--- config.mk ---
export PLATFORM = sky130hd
export DESIGN_NAME = wire_host_initiator
export DESIGN_NICKNAME = d
export VERILOG_FILES = /design/src/rtl/wire_ep_pkg.sv /design/src/rtl/wire_host_initiator.sv
export SDC_FILE = /design/constraint.sdc
export NUM_CORES = 1
export LEC_CHECK = 0
export BUFFER_PORTS_ARGS = -buffer_cell sky130_fd_sc_hd__buf_2
export CAP_MARGIN = 10
export CORE_ASPECT_RATIO = 1.5
export CORE_MARGIN = 3
export CORE_UTILIZATION = 36
export CTS_CLUSTER_DIAMETER = 150
export DETAILED_ROUTE_END_ITERATION = 10
export GPL_ROUTABILITY_DRIVEN = 0
export HOLD_SLACK_MARGIN = 0.08
export PLACE_DENSITY_LB_ADDON = 0.15
export SETUP_SLACK_MARGIN = 0.1
export SYNTH_ARGS = -nofsm -noshare
export SYNTH_HDL_FRONTEND = slang
export SYNTH_SLANG_ARGS = --single-unit
--- constraint.sdc ---
create_clock -name okClk -period 1.9 [get_ports okClk]
set_clock_uncertainty 0.05 [all_clocks]
set_input_delay 0.095 -clock okClk [delete_from_list [all_inputs] [get_ports okClk]]
set_output_delay 0.095 -clock okClk [all_outputs]
set_load 0.1 [all_outputs]
--- src/rtl/wire_ep_pkg.sv ---
// Shared definitions for the FPGA-internal wire endpoint bus.
// Contents: command op encodings, initiator FSM state encoding, wire count,
// bus widths, and the address-window helpers used for legality checks.
package wire_ep_pkg;

   localparam int ADDR_W     = 8;
   localparam int DATA_W     = 32;
   localparam int WIRE_COUNT = 32;

   typedef enum logic [1:0] {
      OP_WRITE      = 2'd0,
      OP_READ       = 2'd1,
      OP_UPDATE_IN  = 2'd2,
      OP_UPDATE_OUT = 2'd3
   } op_e;

   typedef enum logic [1:0] {
      ST_IDLE    = 2'd0,
      ST_ISSUE   = 2'd1,
      ST_WAIT_RD = 2'd2,
      ST_RESP    = 2'd3
   } state_e;

   // True when addr lies in base..base+WIRE_COUNT-1 (modulo address space).
   function automatic logic in_window(input logic [ADDR_W-1:0] addr,
                                      input logic [ADDR_W-1:0] base);
      logic [ADDR_W-1:0] off;
      off = addr - base;
      return off < ADDR_W'(WIRE_COUNT);
   endfunction

   // WRITE targets WireIns only, READ targets WireOuts only, updates always legal.
   function automatic logic cmd_legal(input op_e               op,
                                      input logic [ADDR_W-1:0] addr,
                                      input logic [ADDR_W-1:0] in_base,
                                      input logic [ADDR_W-1:0] out_base);
      logic ok;
      case (op)
         OP_WRITE: ok = in_window(addr, in_base);
         OP_READ:  ok = in_window(addr, out_base);
         default:  ok = 1'b1;
      endcase
      return ok;
   endfunction

endpackage

--- src/rtl/wire_host_initiator.sv ---
// Initiator for the wire endpoint bus. Accepts one host command at a time,
// issues a single one-cycle endpoint strobe (ep_wr, ep_rd, ep_update_in or
// ep_update_out) and returns exactly one response per command.
//
// Ports:
//   okClk, reset              clock, synchronous active-high reset
//   cmd_valid/ready/op/addr/data  command channel
//   rsp_valid/ready/data/err      response channel
//   ep_wr/ep_rd/ep_addr/ep_wdata  endpoint access strobes and payload
//   ep_rdata                      OR-combined WireOut read data
//   ep_update_in/ep_update_out    endpoint commit/capture pulses
//   dbg_state                     current FSM state (state_e encoding)
//
// Handshake: both channels use valid/ready. A transfer happens on the rising
// edge where valid and ready are both 1; valid never depends on ready, and
// the response payload is held stable while rsp_valid=1 and rsp_ready=0.
module wire_host_initiator
   import wire_ep_pkg::*;
#(
   parameter int         RD_LATENCY = 1,
   parameter logic [7:0] IN_BASE    = 8'h00,
   parameter logic [7:0] OUT_BASE   = 8'h20
) (
   input  logic        okClk,
   input  logic        reset,
   input  logic        cmd_valid,
   output logic        cmd_ready,
   input  logic [1:0]  cmd_op,
   input  logic [7:0]  cmd_addr,
   input  logic [31:0] cmd_data,
   output logic        rsp_valid,
   input  logic        rsp_ready,
   output logic [31:0] rsp_data,
   output logic        rsp_err,
   output logic        ep_wr,
   output logic        ep_rd,
   output logic [7:0]  ep_addr,
   output logic [31:0] ep_wdata,
   input  logic [31:0] ep_rdata,
   output logic        ep_update_in,
   output logic        ep_update_out,
   output logic [1:0]  dbg_state
);

   // The counter runs from RD_LATENCY-1 down to 0 while in WAIT_RD, so the
   // sample lands RD_LATENCY cycles after the ep_rd cycle.
   localparam logic [3:0] RD_LOAD = 4'(RD_LATENCY - 1);

   state_e      state_q, state_d;
   op_e         op_q, op_d;
   logic [7:0]  addr_q, addr_d;
   logic [31:0] wdata_q, wdata_d;
   logic [3:0]  cnt_q, cnt_d;
   logic [31:0] rsp_data_q, rsp_data_d;
   logic        rsp_err_q, rsp_err_d;
   logic        rsp_valid_q, rsp_valid_d;
   logic        wr_q, wr_d;
   logic        rd_q, rd_d;
   logic        upd_in_q, upd_in_d;
   logic        upd_out_q, upd_out_d;
   op_e         cmd_op_e;
   logic        legal;

   assign cmd_op_e = op_e'(cmd_op);
   // Evaluated on the value being registered this edge, so it matches the
   // registered address that the strobe will carry.
   assign legal    = cmd_legal(cmd_op_e, cmd_addr, IN_BASE, OUT_BASE);

   always_ff @(posedge okClk) begin
      if (reset) begin
         state_q     <= ST_IDLE;
         op_q        <= OP_WRITE;
         addr_q      <= '0;
         wdata_q     <= '0;
         cnt_q       <= '0;
         rsp_data_q  <= '0;
         rsp_err_q   <= 1'b0;
         rsp_valid_q <= 1'b0;
         wr_q        <= 1'b0;
         rd_q        <= 1'b0;
         upd_in_q    <= 1'b0;
         upd_out_q   <= 1'b0;
      end else begin
         state_q     <= state_d;
         op_q        <= op_d;
         addr_q      <= addr_d;
         wdata_q     <= wdata_d;
         cnt_q       <= cnt_d;
         rsp_data_q  <= rsp_data_d;
         rsp_err_q   <= rsp_err_d;
         rsp_valid_q <= rsp_valid_d;
         wr_q        <= wr_d;
         rd_q        <= rd_d;
         upd_in_q    <= upd_in_d;
         upd_out_q   <= upd_out_d;
      end
   end

   always_comb begin
      state_d     = state_q;
      op_d        = op_q;
      addr_d      = addr_q;
      wdata_d     = wdata_q;
      cnt_d       = cnt_q;
      rsp_data_d  = rsp_data_q;
      rsp_err_d   = rsp_err_q;
      rsp_valid_d = rsp_valid_q;
      // Strobes default low so each lasts exactly one cycle.
      wr_d        = 1'b0;
      rd_d        = 1'b0;
      upd_in_d    = 1'b0;
      upd_out_d   = 1'b0;

      case (state_q)
         ST_IDLE: begin
            if (cmd_valid) begin
               op_d       = cmd_op_e;
               addr_d     = cmd_addr;
               wdata_d    = cmd_data;
               rsp_data_d = '0;
               if (legal) begin
                  rsp_err_d = 1'b0;
                  state_d   = ST_ISSUE;
                  wr_d      = (cmd_op_e == OP_WRITE);
                  rd_d      = (cmd_op_e == OP_READ);
                  upd_in_d  = (cmd_op_e == OP_UPDATE_IN);
                  upd_out_d = (cmd_op_e == OP_UPDATE_OUT);
               end else begin
                  rsp_err_d   = 1'b1;
                  rsp_valid_d = 1'b1;
                  state_d     = ST_RESP;
               end
            end
         end
         ST_ISSUE: begin
            if (op_q == OP_READ) begin
               cnt_d   = RD_LOAD;
               state_d = ST_WAIT_RD;
            end else begin
               rsp_valid_d = 1'b1;
               state_d     = ST_RESP;
            end
         end
         ST_WAIT_RD: begin
            if (cnt_q == 4'd0) begin
               rsp_data_d  = ep_rdata;
               rsp_valid_d = 1'b1;
               state_d     = ST_RESP;
            end else begin
               cnt_d = cnt_q - 4'd1;
            end
         end
         ST_RESP: begin
            if (rsp_ready) begin
               rsp_valid_d = 1'b0;
               state_d     = ST_IDLE;
            end
         end
         default: state_d = ST_IDLE;
      endcase
   end

   // Held low during the reset cycle so no command can slip in as reset lifts.
   assign cmd_ready     = (state_q == ST_IDLE) && !reset;
   assign rsp_valid     = rsp_valid_q;
   assign rsp_data      = rsp_data_q;
   assign rsp_err       = rsp_err_q;
   assign ep_wr         = wr_q;
   assign ep_rd         = rd_q;
   assign ep_addr       = addr_q;
   assign ep_wdata      = wdata_q;
   assign ep_update_in  = upd_in_q;
   assign ep_update_out = upd_out_q;
   assign dbg_state     = state_q;

endmodule

==> impl_metrics.env, run 1 <==
export IMPL_status="completed"
export IMPL_cp_arrival_ns=2.01
export IMPL_drive_gt1_share_pct=34.9
export IMPL_ir_drop_mv=0.749
export IMPL_slew_violations=0
export IMPL_cp_max_fo=3
export IMPL_tritoncts="done"
export IMPL_dp_hpwl_um=5990
export IMPL_diodes=0
export IMPL_grt_overflow_total=0
export IMPL_clk_pin_slew_ns=0.06
export IMPL_fin_crit_sh_pct=97.0
export IMPL_p_per_area_mw_per_mm2=1610
export IMPL_reg2reg_depth=7
export IMPL_ys_types=37
export IMPL_vias=3385
export IMPL_wire_per_inst_um=13.2
export IMPL_use_met2_pct=29.6
export IMPL_syn_avg_cell_area_um2=8.65
export IMPL_synth_most_common_cell="nand2_1"
export IMPL_htreeDepth=3
export IMPL_syn_nets=455
export IMPL_synthArstFlopShare_pct=0
export IMPL_synthTopCellsByCount="nand2_1, dfxtp_1, a21oi_1, nor2_1, a22oi_1"
export IMPL_p_leak_nw=2.45
export IMPL_area_growth_syn_to_layout_pct=66.7
export IMPL_cts_buffer_depth=2
export IMPL_hold_path_class="in2reg"
export IMPL_start_kind="flip-flop"
export IMPL_drtIter0Drc=158
export IMPL_ant_nets=0
export IMPL_slew_headroom_pct=66.0
export IMPL_setup_viol=0
export IMPL_grt_use_total_pct=18.1
export IMPL_synth_edf_count=0
export IMPL_hold_violations=0
export IMPL_max_freq_mhz=542
export IMPL_met3_usage_pct=7.07
export IMPL_hold_depth=5
export IMPL_min_period_ns=1.84
export IMPL_rsz0062_at_grt="yes"
export IMPL_tightest_slew_ns=0.510
export IMPL_path_class="reg2reg"
export IMPL_slowest_stage="or3b_4"
export IMPL_start_util_pct=37.5
export IMPL_grt_pass1_vias=3170
export IMPL_worst_endpoint_required_ns=2.07
export IMPL_crit_chain="inv_2, ha_4, or3b_4, a2bb2oi_4, a21boi_4, o211ai_2, mux2_4"
export IMPL_layout_nets=688
export IMPL_slowest_delay_ns=0.38
export IMPL_clock_sinks=86
export IMPL_ys_flop_type="dfxtp_1"
export IMPL_totalPowerFinal_mw=8.58
export IMPL_synth_seq_cells=86
export IMPL_wirelength_um=9400
export IMPL_portBuffers=158
export IMPL_whs_ns=0.163
export IMPL_grt_max_degree=49
export IMPL_yosys_warnings=0
export IMPL_netlist_area_mm2=0.00319
export IMPL_die_area_mm2=0.0101
export IMPL_grt_pass1_wl_um=14900
export IMPL_drc=0
export IMPL_viasPerCell=4.74
export IMPL_rows=41
export IMPL_synth_seq_area_share_pct=54.0
export IMPL_end_kind="flip-flop"
export IMPL_die_w_um=82.9
export IMPL_synth_cells=369
export IMPL_clkLatencyLatePin_ns=0.33
export IMPL_maxCapViolCount=0
export IMPL_yosysTopAreaCellShare_pct=54.0
export IMPL_cts_root_buf="clkbuf_16"
export IMPL_use_met1_pct=21.2
export IMPL_fp_dieH_um=121
export IMPL_dr_pass1_iters=5
export IMPL_synth_top_area_cell="dfxtp_1"
export IMPL_gr_max_usage_layer="met2"
export IMPL_coreArea_mm2=0.00852
export IMPL_cts_buffers=9
export IMPL_io_pin_count=159
export IMPL_antenna_found_initial=0
export IMPL_synth_area_leaders="dfxtp_1, nand2_1, a22oi_1"
==> timing repair <==
action,in CTS,in global routing
setup endpoints to repair,15,37
hold endpoints to repair,78,0
hold buffers,76,0
setup buffers,2,3
pin swaps,1,5
gates resized for setup,3,7
==> routing by layer <==
metal | vias up | share of wire (%)
met5 | - | 0
met4 | 0 | 2.0
met3 | 18 | 7.9
met2 | 132 | 49
met1 | 1536 | 41
li1 | 1699 | -
==> flip-flops by register name, summed over array words and instances, names as in the netlist <==
register,count
dbg_state,2
ep_update_in,1
cnt_q,4
rsp_valid,1
rsp_err,1
ep_update_out,1
ep_rd,1
ep_wr,1
op_q,2
ep_addr,8
ep_wdata,32
rsp_data,32
==> cell usage in the layout, fill, tap and decap left out, drive strengths merged, types with 2 or more instances in the layout <==
cell type      n
a211oi         3
a21oi         43
a22oi         32
and2           2
buf          172
clkbuf        14
dfxtp         86
dlygate4sd3   75
ha             8
inv           10
mux2           2
nand2         91
nor2          43
nor3           3
nor4b          2
o21ai          2
xor2           3
==> layout make-up <==
type                       count  area (um^2)
clock buffer                  14          284
multi-input combinational    249         1410
clock inverter                 2         36.3
inverter                       9         43.8
sequential                    86         1730
fill                         721         3200
tap                          107          134
timing repair buffer         247         1680
==> final timing paths <==
kind	endpoint	slack (ns)	startpoint
setup / recovery	rsp_valid	0.06	cnt_q[0]
setup reg to reg	rsp_valid	0.06	cnt_q[0]
hold reg to reg	ep_wdata[14]	0.40	ep_wdata[14]
hold / removal	dbg_state[0]	0.16	rsp_ready
==> critical path, delay by kind of cell, from the launching register on <==
kind | cells | cell delay (ns)
AO/OA/AOI/OAI | 3 | 0.47
AND/OR/NAND/NOR | 1 | 0.38
flip-flops | 1 | 0.32
multiplexers | 1 | 0.30
adder cells (fa/ha/maj) | 1 | 0.12
buffers and inverters | 1 | 0.07
==> logic make-up after synthesis <==
| group | count (synthesis) | synth area share, % |
|---|---|---|
| buffers and inverters | 34 | 4.39 |
| xor gates and xnor gates | 3 | 0.824 |
| muxes | 3 | 1.02 |
| AOI/OAI and AO/OA | 86 | 17.6 |
| adders and majority gates | 8 | 3.14 |
| and+or+nand+nor | 149 | 19.1 |
| DFF | 86 | 54.0 |
==> power by group <==
part	switching (mW)	internal [mW]
logic	3.28	1.15
clock network	0.653	1.16
registers	0.196	2.13
total	4.13	4.45
==> stage by stage <==
stage,utilization (%),instances,setup TNS [ns],cell area (um^2),setup WS [ns]
2_1_floorplan,-,369,0,3240,0.0738
3_3_place_gp,49.0,618,0,4170,0.0576
3_5_place_dp,49.0,618,0,4170,0.00729
4_1_cts,61.9,712,0,5270,0.0401
5_1_grt,62.5,714,-0.0113,5320,-0.0113
6_report,62.5,714,0,5320,0.0563
No activity file was read; power rests on OpenSTA's default activity.
==> inputs of run 2 (changes only) <==
ABC_AREA = 1   (was not set)
SLEW_MARGIN = 0   (was not set)
==> impl_metrics.env, run 2 <==
export IMPL_antenna_found_initial=0
export IMPL_cts_buffer_depth=2
export IMPL_synthArstFlopShare_pct=0
export IMPL_clkLatencyLatePin_ns=0.33
export IMPL_clock_sinks=86
export IMPL_area_growth_syn_to_layout_pct=59.3
export IMPL_wire_per_inst_um=12.9
export IMPL_r2r_start="dbg_state[0]"
export IMPL_viasPerCell=4.81
export IMPL_layout_commonest_cell="buf_2"
export IMPL_rows=42
export IMPL_min_period_ns=1.72
export IMPL_slew_violations=0
export IMPL_ant_nets=0
export IMPL_ys_flop_type="dfxtp_1"
export IMPL_grt_use_total_pct=19.3
export IMPL_synth_compound_area_share_pct=13.9
export IMPL_worstHoldStart="rsp_ready"
export IMPL_synth_seq_area_share_pct=51.2
export IMPL_hold_violations=0
export IMPL_yosys_area_share_adder_pct=2.98
export IMPL_worst_endpoint_required_ns=2.11
export IMPL_htreeDepth=3
export IMPL_synth_most_common_cell="nor2_1"
export IMPL_drc=0
export IMPL_final_cell_mix="buf_2, nor2_1, dfxtp_1, dlygate4sd3_1, nand2_1"
export IMPL_synth_cells=433
export IMPL_die_area_mm2=0.0106
export IMPL_syn_avg_cell_area_um2=7.76
export IMPL_yosysTopAreaCellShare_pct=51.2
export IMPL_netlist_area_mm2=0.00336
export IMPL_ir_drop_mv=1.05
export IMPL_dpl_cell_count=682
export IMPL_status="completed"
export IMPL_setup_viol=0
export IMPL_ys_types=20
export IMPL_synth_edf_count=0
export IMPL_reg2reg_depth=8
export IMPL_slew_headroom_pct=65.4
export IMPL_wirelength_um=9980
export IMPL_grt_max_degree=42
export IMPL_fin_crit_sh_pct=90.4
export IMPL_grt_pass1_vias=3734
export IMPL_end_kind="flip-flop"
export IMPL_hold_depth=6
export IMPL_cp_arrival_ns=1.93
export IMPL_fp_dieH_um=124
export IMPL_synth_area_leaders="dfxtp_1, nor2_1, o21ai_0"
export IMPL_tritoncts="done"
export IMPL_synth_top_area_cell="dfxtp_1"
export IMPL_muxShareOfSynthArea_pct=0
export IMPL_r2r_slack_ns=0.18
export IMPL_fillers=787
export IMPL_vias=3715
export IMPL_r2r_end="rsp_data[16]"
export IMPL_rsz0062_at_grt="yes"
export IMPL_drtIter0Drc=175
export IMPL_drive_gt1_share_pct=29.6
export IMPL_synth_simple_area_share_pct=24.9
export IMPL_grt_overflow_total=0
export IMPL_start_util_pct=37.4
export IMPL_synth_top_family_by_area="simple AND/OR/NAND/NOR gates"
export IMPL_final_cells=772
export IMPL_synthTopCellsByCount="nor2_1, dfxtp_1, nand2_1"
export IMPL_syn_nets=519
export IMPL_p_leak_nw=2.51
export IMPL_cts_buffers=9
export IMPL_clk_pin_slew_ns=0.06
export IMPL_yosys_warnings=0
export IMPL_p_per_area_mw_per_mm2=1720
export IMPL_start_kind="flip-flop"
export IMPL_io_pin_count=159
export IMPL_min_to="dbg_state[1]"
export IMPL_diodes=0
export IMPL_portBuffers=158
export IMPL_grt_pass1_wl_um=16800
export IMPL_max_freq_mhz=582
export IMPL_postCtsSetupBuffers=0
export IMPL_cts_root_buf="clkbuf_16"
export IMPL_tightest_slew_ns=0.514
export IMPL_dr_pass1_iters=5
export IMPL_synth_seq_cells=86
export IMPL_cp_max_fo=11
export IMPL_synthXorXnorAreaFrac_pct=0.261
export IMPL_layout_nets=743
export IMPL_hold_path_class="in2reg"
export IMPL_path_class="reg2reg"
export IMPL_setup_tns_ns=0
export IMPL_maxCapViolCount=0
export IMPL_dp_hpwl_um=6520
export IMPL_die_w_um=84.9
export IMPL_coreArea_mm2=0.00899
## run 2: cell count changes in the layout (fill, tap and decap cells not counted), moves of 6 or more
| cell | change |
|---|---|
| nand2_1 | -36 |
| inv_1 | +17 |
| nand3_1 | +6 |
| o21ai_0 | +46 |
| nor2_1 | +49 |
| nand4_1 | +34 |
| a22oi_1 | -32 |
## run 2: cell type report
class	instances	area, um^2	share of cell area, %
tap	110	138	2.57
timing repair buffer	244	1660	30.9
multi-input combinational	294	1430	26.8
clock inverter	6	70.1	1.31
sequential	86	1730	32.3
clock buffer	10	239	4.46
inverter	22	86.3	1.61
## run 2: how the worst max path moves through the flow
stage / startpoint / end / slack [ns] / cells after the start
final: dbg_state[0] / rsp_data[16] / 0.18 / 8
after global routing: dbg_state[0] / cnt_q[0] / 0.05 / 7
after CTS: dbg_state[0] / ep_addr[7] / 0.12 / 7
after detailed placement: dbg_state[0] / rsp_data[23] / 0.07 / 8
after global placement: dbg_state[0] / cnt_q[1] / 0.20 / 7
after floorplan: dbg_state[0] / rsp_data[10] / 0.07 / 7
## run 2: per-layer routing
metal | track usage (%) | part of all wire, % | up-vias | routed length [um]
met1 | 21.2 | 40 | 1663 | 4040
li1 | - | - | 1883 | -
met2 | 33.5 | 50 | 147 | 4950
met4 | 9.23 | 2.8 | 0 | 276
met5 | 0 | 0 | - | 0
met3 | 5.69 | 7.2 | 22 | 719
## run 2: where the power goes
part,switching [mW],internal (mW)
Clock,0.708,1.06
Sequential,0.218,2.21
Combinational,3.98,1.05
Total,4.91,4.33
## run 2: timing repair
item | CTS | global route
hold endpoints to repair | 78 | 0
resized for setup | 2 | 5
endpoints found under the setup margin | 22 | 60
hold buffers | 74 | 0
## run 2: cell families after synthesis
group                      count (synthesis)
xor gates and xnor gates                   1
AOI/OAI and AO/OA                         90
buffers and inverters                     53
and+or+nand+nor                          195
adders and majority gates                  8
DFF                                       86
## run 2: stage by stage
step	worst slack, ns	instance area, um^2	power [mW]	util [%]	hold slack (ns)
finish	0.183	5350	9.23	59.6	0.213
global route	0.0501	5350	9.73	59.6	0.247
CTS	0.120	5330	9.25	59.3	0.203
detailed placement	0.0721	4270	7.31	47.6	0.280
global placement	0.196	4270	7.27	47.6	0.271
floorplan	0.0663	3380	6.50	-	0.117
## run 2: worst max-delay path: stages, from the launching register on
cell	delay, ns
dfxtp_4	0.36
inv_1	0.17
ha_4	0.20
inv_1	0.06
or2_1	0.28
o211ai_4	0.12
buf_4	0.21
nand2_1	0.06
a21oi_1	0.13
==> inputs of run 3 (changes only) <==
CORE_UTILIZATION = 44   (was 36)
clock period = 2.1 ns   (was 1.9 ns; I/O delays follow)
==> impl_metrics.env, run 3 (synthesized netlist as in run 2, its figures left out) <==
export IMPL_fin_crit_sh_pct=90.8
export IMPL_layout_commonest_cell="buf_2"
export IMPL_grt_pass1_wl_um=16700
export IMPL_setup_viol=0
export IMPL_grt_use_total_pct=23.6
export IMPL_dr_pass1_iters=4
export IMPL_drc=0
export IMPL_dp_hpwl_um=6200
export IMPL_crit_chain="inv_1, ha_1, inv_1, or2_1, o211ai_4, nand2_1, a21oi_1"
export IMPL_viasPerCell=4.92
export IMPL_slowest_delay_ns=0.37
export IMPL_min_period_ns=1.91
export IMPL_end_kind="flip-flop"
export IMPL_area_growth_syn_to_layout_pct=55.0
export IMPL_wire_per_inst_um=13.6
export IMPL_cts_buffers=9
export IMPL_critical_path_buf_inv_count=2
export IMPL_die_w_um=77.4
export IMPL_final_cell_mix="buf_2, nor2_1, dfxtp_1, dlygate4sd3_1, nand2_1"
export IMPL_tritoncts="done"
export IMPL_grt_max_degree=42
export IMPL_vias=3732
export IMPL_hold_violations=0
export IMPL_maxCapViolCount=0
export IMPL_clk_pin_slew_ns=0.08
export IMPL_rows=38
export IMPL_p_per_area_mw_per_mm2=1510
export IMPL_cp_arrival_ns=2.15
export IMPL_diodes=0
export IMPL_portBuffers=158
export IMPL_wirelength_um=10300
export IMPL_drive_gt1_share_pct=28.7
export IMPL_cts_buffer_depth=2
export IMPL_fp_dieH_um=113
export IMPL_whs_ns=0.182
export IMPL_grt_overflow_total=0
export IMPL_htreeDepth=3
export IMPL_max_freq_mhz=525
export IMPL_tightest_slew_ns=0.822
export IMPL_p_leak_nw=2.47
export IMPL_start_util_pct=45.9
export IMPL_layout_nets=741
export IMPL_slowest_stage="dfxtp_4"
export IMPL_r2r_slack_ns=0.19
export IMPL_setup_tns_ns=0
export IMPL_crit_family="compound AO/OA/AOI/OAI gates"
export IMPL_io_pin_count=159
export IMPL_cts_root_buf="clkbuf_8"
export IMPL_slew_headroom_pct=44.9
export IMPL_postCtsSetupBuffers=0
export IMPL_drtIter0Drc=193
export IMPL_clock_sinks=86
export IMPL_ir_drop_mv=1.01
export IMPL_die_area_mm2=0.00874
export IMPL_antenna_found_initial=0
export IMPL_path_class="reg2reg"
export IMPL_cp_max_fo=32
export IMPL_worst_endpoint_required_ns=2.34
export IMPL_clkLatencyLatePin_ns=0.35
export IMPL_status="completed"
export IMPL_start_kind="flip-flop"
export IMPL_ant_nets=0
export IMPL_rsz0062_at_grt="yes"
export IMPL_grt_pass1_vias=3654
export IMPL_slew_violations=0
export IMPL_hold_path_class="in2reg"
export IMPL_coreArea_mm2=0.00732
export IMPL_path_common_cell="inv_1"
[run 3: timing repair]
| item | CTS | global route |
|---|---|---|
| gates resized for setup | 0 | 2 |
| hold buffers | 74 | 0 |
| hold endpoints to repair | 78 | 0 |
| endpoints found under the setup margin | 0 | 36 |
[run 3: worst paths after layout]
check / cells past startpoint / end / startpoint
max reg2reg: 7 / rsp_data[12] / dbg_state[0]
min reg2reg: 2 / rsp_data[30] / rsp_data[30]
max: 7 / rsp_data[12] / dbg_state[0]
min: 4 / ep_wdata[26] / reset
[run 3: cell type report]
type / instances / area, um^2
fill: 591 / 2110
sequential: 86 / 1730
timing repair buffer: 242 / 1630
multi-input combinational: 294 / 1420
clock buffer: 13 / 180
tap: 100 / 125
inverter: 22 / 86.3
clock inverter: 2 / 36.3
[run 3: per-layer routing]
| metal | part of all wire, % | global-route usage [%] |
|---|---|---|
| met5 | 0 | 0 |
| met4 | 3.2 | 11.8 |
| met3 | 6.1 | 6.21 |
| met2 | 51 | 42.4 |
| met1 | 40 | 25.4 |
[run 3: worst min-delay path: stages]
cell and delay, ns:
buf_2 0.09, inv_1 0.18, o21ai_0 0.13, nor2_1 0.04
[run 3: power by group]
group	total [mW]	switching, mW	internal, mW
clock	1.25	0.565	0.682
combinational	4.45	3.59	0.861
sequential	2.19	0.196	2.00
[run 3: metrics by stage]
stage | std cells | worst slack, ns | power (mW) | utilization, % | area (um^2)
finish | 759 | 0.194 | 7.89 | 71.2 | 5210
global route | 759 | 0.000253 | 8.29 | 71.2 | 5210
CTS | 759 | 0.158 | 7.88 | 71.0 | 5200
detailed placement | 670 | 0.181 | 6.53 | 58.0 | 4240
global placement | 670 | 0.269 | 6.49 | 58.0 | 4240
floorplan | 433 | 0.170 | 5.87 | - | 3370
